File: config.mk
export PLATFORM = sky130hd
export DESIGN_NAME = acc_burst_4bit
export DESIGN_NICKNAME = d
export VERILOG_FILES = /design/src/rtl/acc_burst_4bit.sv
export SDC_FILE = /design/constraint.sdc
export NUM_CORES = 1
export LEC_CHECK = 0
export CELL_PAD_IN_SITES_DETAIL_PLACEMENT = 1
export CELL_PAD_IN_SITES_GLOBAL_PLACEMENT = 2
export CORE_MARGIN = 4
export CORE_UTILIZATION = 27
export CTS_BUF_LIST = sky130_fd_sc_hd__clkbuf_16
export CTS_CLUSTER_DIAMETER = 80
export DETAILED_ROUTE_END_ITERATION = 16
export PLACE_DENSITY = 0.71
export SYNTH_ARGS = -nofsm -noshare
export SYNTH_HDL_FRONTEND = slang
export SYNTH_SLANG_ARGS = --single-unit
File: constraint.sdc
create_clock -name clk -period 2.2 [get_ports clk]
set_input_delay 0.22 -clock clk [delete_from_list [all_inputs] [get_ports clk]]
set_output_delay 0.22 -clock clk [all_outputs]
set_load 0.01 [all_outputs]
File: src/rtl/acc_burst_4bit.sv
// acc_burst_4bit: burst accumulator fed by a 4-bit ripple-carry adder.
// It accepts BURST beats of (sum, carry-out) over a valid/ready handshake.
// It accumulates the beats into a WIDTH-bit result and counts overflow events.
// It then presents the result on a second valid/ready handshake.
//
// Optional feature macro: ACC_SATURATE_EN
//   defined   -> the accumulator clamps at 2^WIDTH-1 after any overflow event
//   undefined -> the accumulator wraps modulo 2^WIDTH
//
// Ports:
//   clk          rising-edge clock
//   rst          synchronous active-high reset
//   start        begins a burst (sampled only in IDLE)
//   in_valid     in_data/in_carry valid
//   in_data      adder sum (WIDTH bits)
//   in_carry     adder carry-out, weight 2^WIDTH
//   in_ready     block accepts a beat (ACCUM only)
//   out_valid    result available (DONE only)
//   out_ready    downstream accepts result
//   out_sum      accumulated result (WIDTH bits)
//   out_ovf_cnt  overflow events in the burst, saturating at 15
//   busy         state is not IDLE
module acc_burst_4bit #(
  parameter int unsigned WIDTH = 4,
  parameter int unsigned BURST = 4
) (
  input  logic             clk,
  input  logic             rst,
  input  logic             start,
  input  logic             in_valid,
  input  logic [WIDTH-1:0] in_data,
  input  logic             in_carry,
  output logic             in_ready,
  output logic             out_valid,
  input  logic             out_ready,
  output logic [WIDTH-1:0] out_sum,
  output logic [3:0]       out_ovf_cnt,
  output logic             busy
);

  localparam int unsigned CNT_W = 4;
  localparam int unsigned OVF_W = 4;
  localparam logic [CNT_W-1:0] LAST_BEAT = CNT_W'(BURST - 1);
  localparam logic [OVF_W-1:0] OVF_MAX   = '1;

  typedef enum logic [1:0] {
    S_IDLE  = 2'd0,
    S_ACCUM = 2'd1,
    S_DONE  = 2'd2
  } state_t;

  state_t           r_state;
  logic [WIDTH-1:0] r_acc;
  logic [CNT_W-1:0] r_beat_cnt;
  logic [OVF_W-1:0] r_ovf_cnt;
  logic             r_in_ready;
  logic             r_out_valid;
  logic             r_busy;

  logic             w_accept;
  logic [WIDTH:0]   w_sum;
  logic [1:0]       w_ovf_inc;
  logic [OVF_W:0]   w_ovf_sum;
  logic [OVF_W-1:0] w_ovf_next;
  logic [WIDTH-1:0] w_acc_next;

  // r_in_ready is high exactly in ACCUM, so it doubles as the accept qualifier
  assign w_accept = in_valid & r_in_ready;

  // One extra bit catches the wrap of acc + in_data
  assign w_sum     = {1'b0, r_acc} + {1'b0, in_data};
  // Per-beat overflow events: accumulator wrap plus the adder's own carry-out
  assign w_ovf_inc = 2'(w_sum[WIDTH]) + 2'(in_carry);
  assign w_ovf_sum = {1'b0, r_ovf_cnt} + (OVF_W + 1)'(w_ovf_inc);
  assign w_ovf_next = (w_ovf_sum > {1'b0, OVF_MAX}) ? OVF_MAX : w_ovf_sum[OVF_W-1:0];

  // Next accumulator value: clamp on any overflow event, or plain wrap
  always_comb begin
    w_acc_next = w_sum[WIDTH-1:0];
`ifdef ACC_SATURATE_EN
    if (w_ovf_inc != 2'd0) begin
      w_acc_next = '1;
    end
`endif
  end

  // Burst sequencing FSM with registered handshake/status outputs
  always_ff @(posedge clk) begin
    if (rst) begin
      r_state     <= S_IDLE;
      r_acc       <= '0;
      r_beat_cnt  <= '0;
      r_ovf_cnt   <= '0;
      r_in_ready  <= 1'b0;
      r_out_valid <= 1'b0;
      r_busy      <= 1'b0;
    end else begin
      case (r_state)
        S_IDLE: begin
          if (start) begin
            r_acc      <= '0;
            r_beat_cnt <= '0;
            r_ovf_cnt  <= '0;
            r_in_ready <= 1'b1;
            r_busy     <= 1'b1;
            r_state    <= S_ACCUM;
          end
        end
        S_ACCUM: begin
          if (w_accept) begin
            r_acc     <= w_acc_next;
            r_ovf_cnt <= w_ovf_next;
            if (r_beat_cnt == LAST_BEAT) begin
              r_in_ready  <= 1'b0;
              r_out_valid <= 1'b1;
              r_state     <= S_DONE;
            end else begin
              r_beat_cnt <= r_beat_cnt + CNT_W'(1);
            end
          end
        end
        S_DONE: begin
          if (out_ready) begin
            r_out_valid <= 1'b0;
            r_busy      <= 1'b0;
            r_state     <= S_IDLE;
          end
        end
        default: begin
          r_in_ready  <= 1'b0;
          r_out_valid <= 1'b0;
          r_busy      <= 1'b0;
          r_state     <= S_IDLE;
        end
      endcase
    end
  end

  // The accumulator register is the result; it holds through DONE and IDLE
  assign out_sum     = r_acc;
  assign out_ovf_cnt = r_ovf_cnt;
  assign in_ready    = r_in_ready;
  assign out_valid   = r_out_valid;
  assign busy        = r_busy;

endmodule

==> run_results.csv, run 1 <==
group,metric,value,unit
clock_tree,cts_made_buffers,3,
global_route,grt_max_degree,15,
setup_path,endpoint_kind,"register",
setup_path,cp_data_arrival_time,2.30,ns
sta,finalWorstPathRequiredPeriod,2.13,ns
floorplan,die_area,0.00508,mm²
yosys,synth_flop_cell,"dfxtp_1",
yosys,yosysMostFrequentCell,"dfxtp_1",
setup_path,rr_worst_depth,10,
outcome,outcome,"finished, final reports clean",
routing,wl_per_cell,14.7,µm
yosys,syn_inst,118,
global_route,grt_pass1_wl,4920,µm
clock_tree,path_clk_slew,0.05,ns
placed_design,place_area,0.00135,mm²
cells_and_area,finalNonFillerCells,194,
global_route,antenna_found_initial,0,
routing,postRouteWirelength,2850,µm
pwr,total_power,794,µW
routing,drt-vias-per-instance,5.01,
sta,fmax,469,MHz
floorplan,design.core.area,0.00377,mm²
cells_and_area,syn2layout_area_growth,39.9,%
yosys,syn_area,0.00108,mm²
sta,rsz0062_at_grt,"true",
cells_and_area,register_area,342,µm²
floorplan,start_util,28.7,%
floorplan,row_count,22,
sta,setup_violations,0,
floorplan,ios,21,
global_route,grtUsageTotal,12.0,%
pwr,power.density,525,mW/mm²
global_route,grt_pass1_vias,990,
job,maxCapViolations,0,
yosys,syn_avg_cell_area,9.16,µm²
sta,finalHoldViolations,0,
clock_tree,cts-root-buf,"clkbuf_16",
global_route,gr-total-overflow,0,
yosys,synth-async-reset-ratio,0,%
cells_and_area,final_area,0.00151,mm²
setup_path,crit_fanout,2,
floorplan,die_y,71.3,µm
pwr,vdd.ir_drop.worst,0.000323,V
min_path,hold-path-endpoint,"out_valid$_SDFFE_PP0P_",
clock_tree,holdBufCountCts,0,
setup_path,r2r_end,"out_ovf_cnt[3]$_SDFFE_PP0P_",
setup_path,startpoint,"out_sum[0]$_SDFFE_PP0P_",
cells_and_area,nets,165,
setup_path,cp.required,2.37,ns
clock_tree,htree_levels,1,
yosys,ys_top_cells_by_area,"dfxtp_1 (31%), ha_1 (6.9%), a21oi_1 (5.1%), inv_1 (4.9%), fa_1 (3.7%)",
min_path,hold_path.startpoint,"out_valid$_SDFFE_PP0P_",
yosys,synth_common_cells,"dfxtp_1 (17), inv_1 (14), a21oi_1 (11)",
clock_tree,cts_buffer_depth,2,
placed_design,placed_cells,187,
yosys,synth_edf_count,0,
yosys,yosysSeqAreaShare,31.5,%
yosys,ys_ff_latch,17,
routing,drtIter0Drc,21,
floorplan,die_w,71.3,µm
min_path,hp-class,"reg -> reg",
yosys,yosys.area.top_type_share,31.5,%
sta,max_slew_margin,69.0,%
placed_design,io_buffer_count,20,
routing,num_vias,972,
pwr,p_leak,0.567,nW
cells_and_area,fin_util,40.1,%
cells_and_area,antennaDiodeCount,0,
placed_design,gp_congestion,0.799,
min_path,hold_depth,2,
cells_and_area,layout-drive-gt1-share,25.3,%
clock_tree,clk_latency,0.25,ns
sta,final.setup_skew,0.00179,ns
setup_path,path_class,"reg -> reg",
setup_path,cp-start-kind,"register",
sta,worstMarginPinSlew,0.464,ns
placed_design,hpwl,2140,µm
routing,ant_nets,0,
clock_tree,cts_tree,"done",
routing,drc,0,
cells_and_area,multi_input_area,707,µm²
sta,post-route-period-util,96.8,%
sta,final_max_slew_viol_count,0,
yosys,syn_nets,136,
setup_path,r2r-start,"out_sum[0]$_SDFFE_PP0P_",
yosys,yosysTopAreaCell,"dfxtp_1",
clock_tree,cts.sinks,17,
yosys,yosys.cell_types.count,42,
cells_and_area,num-fill-cells,439,
setup_path,rrSetupSlack,0.07,ns
sta,whs,0.464,ns
routing,drt_first_pass_iters,4,
yosys,yosysWarnings,0,
[registers in the layout (all words and copies together), names as in the netlist]
signal and count:
out_sum 4, r_beat_cnt 4, busy 1, out_ovf_cnt 4, in_ready 1, r_state 2, out_valid 1
[worst max-delay path by stage]
stage / endpoint / cells after the start
after floorplan: out_ovf_cnt[0]$_SDFFE_PP0P_ / 12
after global placement: out_ovf_cnt[0]$_SDFFE_PP0P_ / 13
after detailed placement: out_ovf_cnt[0]$_SDFFE_PP0P_ / 13
after CTS: out_ovf_cnt[0]$_SDFFE_PP0P_ / 12
after global routing: out_ovf_cnt[3]$_SDFFE_PP0P_ / 10
final: out_ovf_cnt[3]$_SDFFE_PP0P_ / 10
[where the power goes]
part	leakage [nW]	internal (mW)	switching [mW]	total, mW
clock network	0.0423	0.241	0.123	0.364
logic	0.386	0.0534	0.0516	0.105
registers	0.138	0.315	0.0101	0.325
[kinds of logic (layout without fill, tap and decap cells)]
| family | count (synthesis) | count (layout) | synth area share, % |
|---|---|---|---|
| AOI/OAI and AO/OA | 34 | 34 | 23.8 |
| xor gates and xnor gates | 1 | 1 | 0.810 |
| adders and majority gates | 8 | 8 | 10.6 |
| buffers and inverters | 20 | 48 | 9.14 |
| DFF | 17 | 17 | 31.5 |
| muxes | 1 | 1 | 1.39 |
| and+or+nand+nor | 37 | 37 | 22.7 |
[through the flow]
stage	setup slack, ns	TNS (ns)
after floorplan	0.00640	0
after global placement	-0.413	-1.58
after detailed placement	-0.559	-2.10
after CTS	0.00613	0
after global routing	-0.0164	-0.0251
final	0.0700	0
[worst max-delay path: stages (launching register included)]
cell,delay (ns)
dfxtp_2,0.34
ha_4,0.13
inv_2,0.03
fa_2,0.34
inv_2,0.05
a21o_1,0.11
a21oi_2,0.06
fa_2,0.35
buf_4,0.16
o31a_1,0.30
a211oi_2,0.18
[metal layers]
metal / vias to the layer above / GRT usage (%) / part of all wire, % / wire length, µm
met5: - / 0 / 0 / 0
met1: 477 / 15.5 / 46 / 1310
met3: 2 / 3.09 / 3.0 / 86
met2: 10 / 20.1 / 50 / 1430
met4: 0 / 2.51 / 0.67 / 19
li1: 483 / - / - / -
[area by class of cell]
cell class | count | area share (%)
tap | 48 | 3.97
clock buffer | 3 | 4.96
timing repair buffer | 30 | 18.0
sequential | 17 | 22.6
multi-input combinational | 81 | 46.7
inverter | 14 | 3.47
clock inverter | 1 | 0.248
[layout by cell type, fill, tap and decap left out, types with 2 or more instances in the layout]
cell / n
inv_2: 4
nand3_1: 6
nor3_1: 2
inv_1: 11
clkbuf_16: 3
o21ai_2: 2
fa_2: 2
nor2_1: 3
clkdlybuf4s50_1: 18
buf_4: 10
a2111oi_0: 2
a21oi_1: 10
dlygate4sd2_1: 2
o21bai_1: 2
nor2b_1: 5
ha_1: 4
o2bb2ai_1: 2
ha_4: 2
o21ai_0: 2
dfxtp_1: 16
nand2b_1: 4
nand2_1: 8
[timing repair]
item,4_1_cts,5_1_grt
setup endpoints to repair,4,4
endpoints found under the hold margin,0,0
buffers inserted,1,2
resized for setup,18,2
pin swaps,7,5
No activity file was read; power rests on OpenSTA's default activity.
==> run 2: changes to the inputs <==
--- a/config.mk
+++ b/config.mk
@@ -7,12 +7,13 @@
 export LEC_CHECK = 0
 export CELL_PAD_IN_SITES_DETAIL_PLACEMENT = 1
 export CELL_PAD_IN_SITES_GLOBAL_PLACEMENT = 2
+export CORE_ASPECT_RATIO = 0.7
 export CORE_MARGIN = 4
-export CORE_UTILIZATION = 27
+export CORE_UTILIZATION = 33
 export CTS_BUF_LIST = sky130_fd_sc_hd__clkbuf_16
 export CTS_CLUSTER_DIAMETER = 80
 export DETAILED_ROUTE_END_ITERATION = 16
-export PLACE_DENSITY = 0.71
+export PLACE_DENSITY = 0.81
 export SYNTH_ARGS = -nofsm -noshare
 export SYNTH_HDL_FRONTEND = slang
 export SYNTH_SLANG_ARGS = --single-unit
==> constraint.sdc (replaced) <==
create_clock -name clk -period 2.8 [get_ports clk]
set_input_delay 0.28 -clock clk [delete_from_list [all_inputs] [get_ports clk]]
set_output_delay 0.28 -clock clk [all_outputs]
set_load 0.01 [all_outputs]
==> run_results.csv, run 2 (synthesized netlist as in run 1, its figures left out) <==
group,metric,value,unit
cells_and_area,num-fill-cells,376,
floorplan,die_w,76.4,µm
sta,finalHoldViolations,0,
floorplan,ios,21,
floorplan,row_count,17,
floorplan,design.core.area,0.00315,mm²
setup_path,path_class,"in -> reg",
routing,postRouteWirelength,2740,µm
setup_path,endpoint_kind,"register",
cells_and_area,syn2layout_area_growth,26.6,%
sta,finalWorstPathRequiredPeriod,2.56,ns
cells_and_area,final_cell_mix,"clkdlybuf4s50_1 (20), dfxtp_1 (17), inv_1 (15)",
setup_path,cp.required,2.93,ns
setup_path,crit_fanout,4,
clock_tree,cts.sinks,17,
clock_tree,htree_levels,1,
floorplan,die_y,55.9,µm
clock_tree,clk_latency,0.25,ns
sta,final.setup_skew,0.00199,ns
global_route,grt_pass1_wl,4750,µm
pwr,vdd.ir_drop.worst,0.000187,V
placed_design,io_buffer_count,20,
cells_and_area,layout-drive-gt1-share,10.2,%
setup_path,rrSetupSlack,0.38,ns
clock_tree,cts_tree,"done",
sta,final_max_slew_viol_count,0,
clock_tree,cts_resized,0,
global_route,gr-total-overflow,0,
cells_and_area,finalNonFillerCells,175,
setup_path,cp_data_arrival_time,2.69,ns
routing,ant_nets,0,
global_route,grt_pass1_vias,967,
global_route,antenna_found_initial,0,
routing,wl_per_cell,15.7,µm
placed_design,placed_cells,171,
cells_and_area,antennaDiodeCount,0,
routing,drtIter0Drc,49,
job,maxCapViolations,0,
clock_tree,post_cts_buffers,0,
min_path,hp-class,"reg -> reg",
clock_tree,path_clk_slew,0.05,ns
pwr,power.density,453,mW/mm²
floorplan,start_util,34.3,%
global_route,grtUsageTotal,14.0,%
pwr,p_leak,0.525,nW
sta,setup_violations,0,
cells_and_area,fin_util,43.5,%
sta,setup_ws,0.240,ns
clock_tree,cts-root-buf,"clkbuf_16",
placed_design,gp_congestion,0.756,
sta,post-route-period-util,91.4,%
cells_and_area,final_common_cell,"clkdlybuf4s50_1",
sta,setup-tns-final,0,ns
floorplan,die_area,0.00427,mm²
sta,worstMarginPinSlew,0.683,ns
routing,drc,0,
clock_tree,cts_made_buffers,3,
placed_design,dp_slack,-0.0143,ns
cells_and_area,nets,156,
routing,drt_first_pass_iters,4,
sta,rsz0062_at_grt,"false",
sta,max_slew_margin,54.4,%
clock_tree,holdBufCountCts,0,
placed_design,hpwl,2080,µm
global_route,grt_max_degree,14,
routing,num_vias,916,
sta,fmax,391,MHz
setup_path,cp-start-kind,"primary input",
clock_tree,cts_buffer_depth,2,
routing,drt-vias-per-instance,5.23,
outcome,outcome,"finished, final reports clean",
## run 2: cell count changes in the layout (fill, tap and decap cells not counted), moves of 3 or more
cell,before,now
buf_4,10,1
inv_2,4,0
o21ai_0,2,5
inv_1,11,15
## run 2: final timing paths
path                                 from                     endpoint  cells past startpoint
hold / removal     out_valid$_SDFFE_PP0P_       out_valid$_SDFFE_PP0P_                      2
setup / recovery               in_data[0]  out_ovf_cnt[2]$_SDFFE_PP0P_                     13
hold reg to reg    out_valid$_SDFFE_PP0P_       out_valid$_SDFFE_PP0P_                      2
setup reg to reg  out_sum[0]$_SDFFE_PP0P_  out_ovf_cnt[2]$_SDFFE_PP0P_                     12
## run 2: where the power goes
group / internal (mW) / leakage, nW / switching, mW
Combinational: 0.0377 / 0.345 / 0.0377
Clock: 0.190 / 0.0423 / 0.0981
Sequential: 0.247 / 0.138 / 0.00901
## run 2: per-stage QoR
stage	hold slack (ns)	power, mW	area, µm²
2_1_floorplan	0.451	0.304	1080
3_3_place_gp	0.448	0.335	1290
3_5_place_dp	0.456	0.337	1290
4_1_cts	0.464	0.628	1370
5_1_grt	0.510	0.646	1370
6_report	0.462	0.620	1370
## run 2: layout make-up
| class | count | area [µm²] | area share [%] |
|---|---|---|---|
| Tap cell | 38 | 47.5 | 3.47 |
| Inverter | 14 | 52.6 | 3.84 |
| Timing Repair Buffer | 21 | 208 | 15.2 |
| Clock buffer | 3 | 75.1 | 5.48 |
| Multi-Input combinational cell | 81 | 642 | 46.9 |
| Clock inverter | 1 | 3.75 | 0.274 |
| Sequential cell | 17 | 340 | 24.9 |
## run 2: critical path, stage by stage
cell,delay (ns)
clkdlybuf4s50_1,0.46
ha_1,0.17
inv_1,0.05
fa_1,0.40
inv_1,0.08
a21o_1,0.10
a21oi_1,0.09
fa_1,0.42
inv_1,0.07
ha_1,0.19
nand2_1,0.06
o21ai_0,0.21
a221oi_2,0.10
## run 2: per-layer routing
metal	share of wire, %	track usage (%)	up-vias
li1	-	-	465
met1	50	18.8	437
met2	46	22.4	12
met3	2.6	3.72	2
met4	0.73	3.10	0
met5	0	0	-
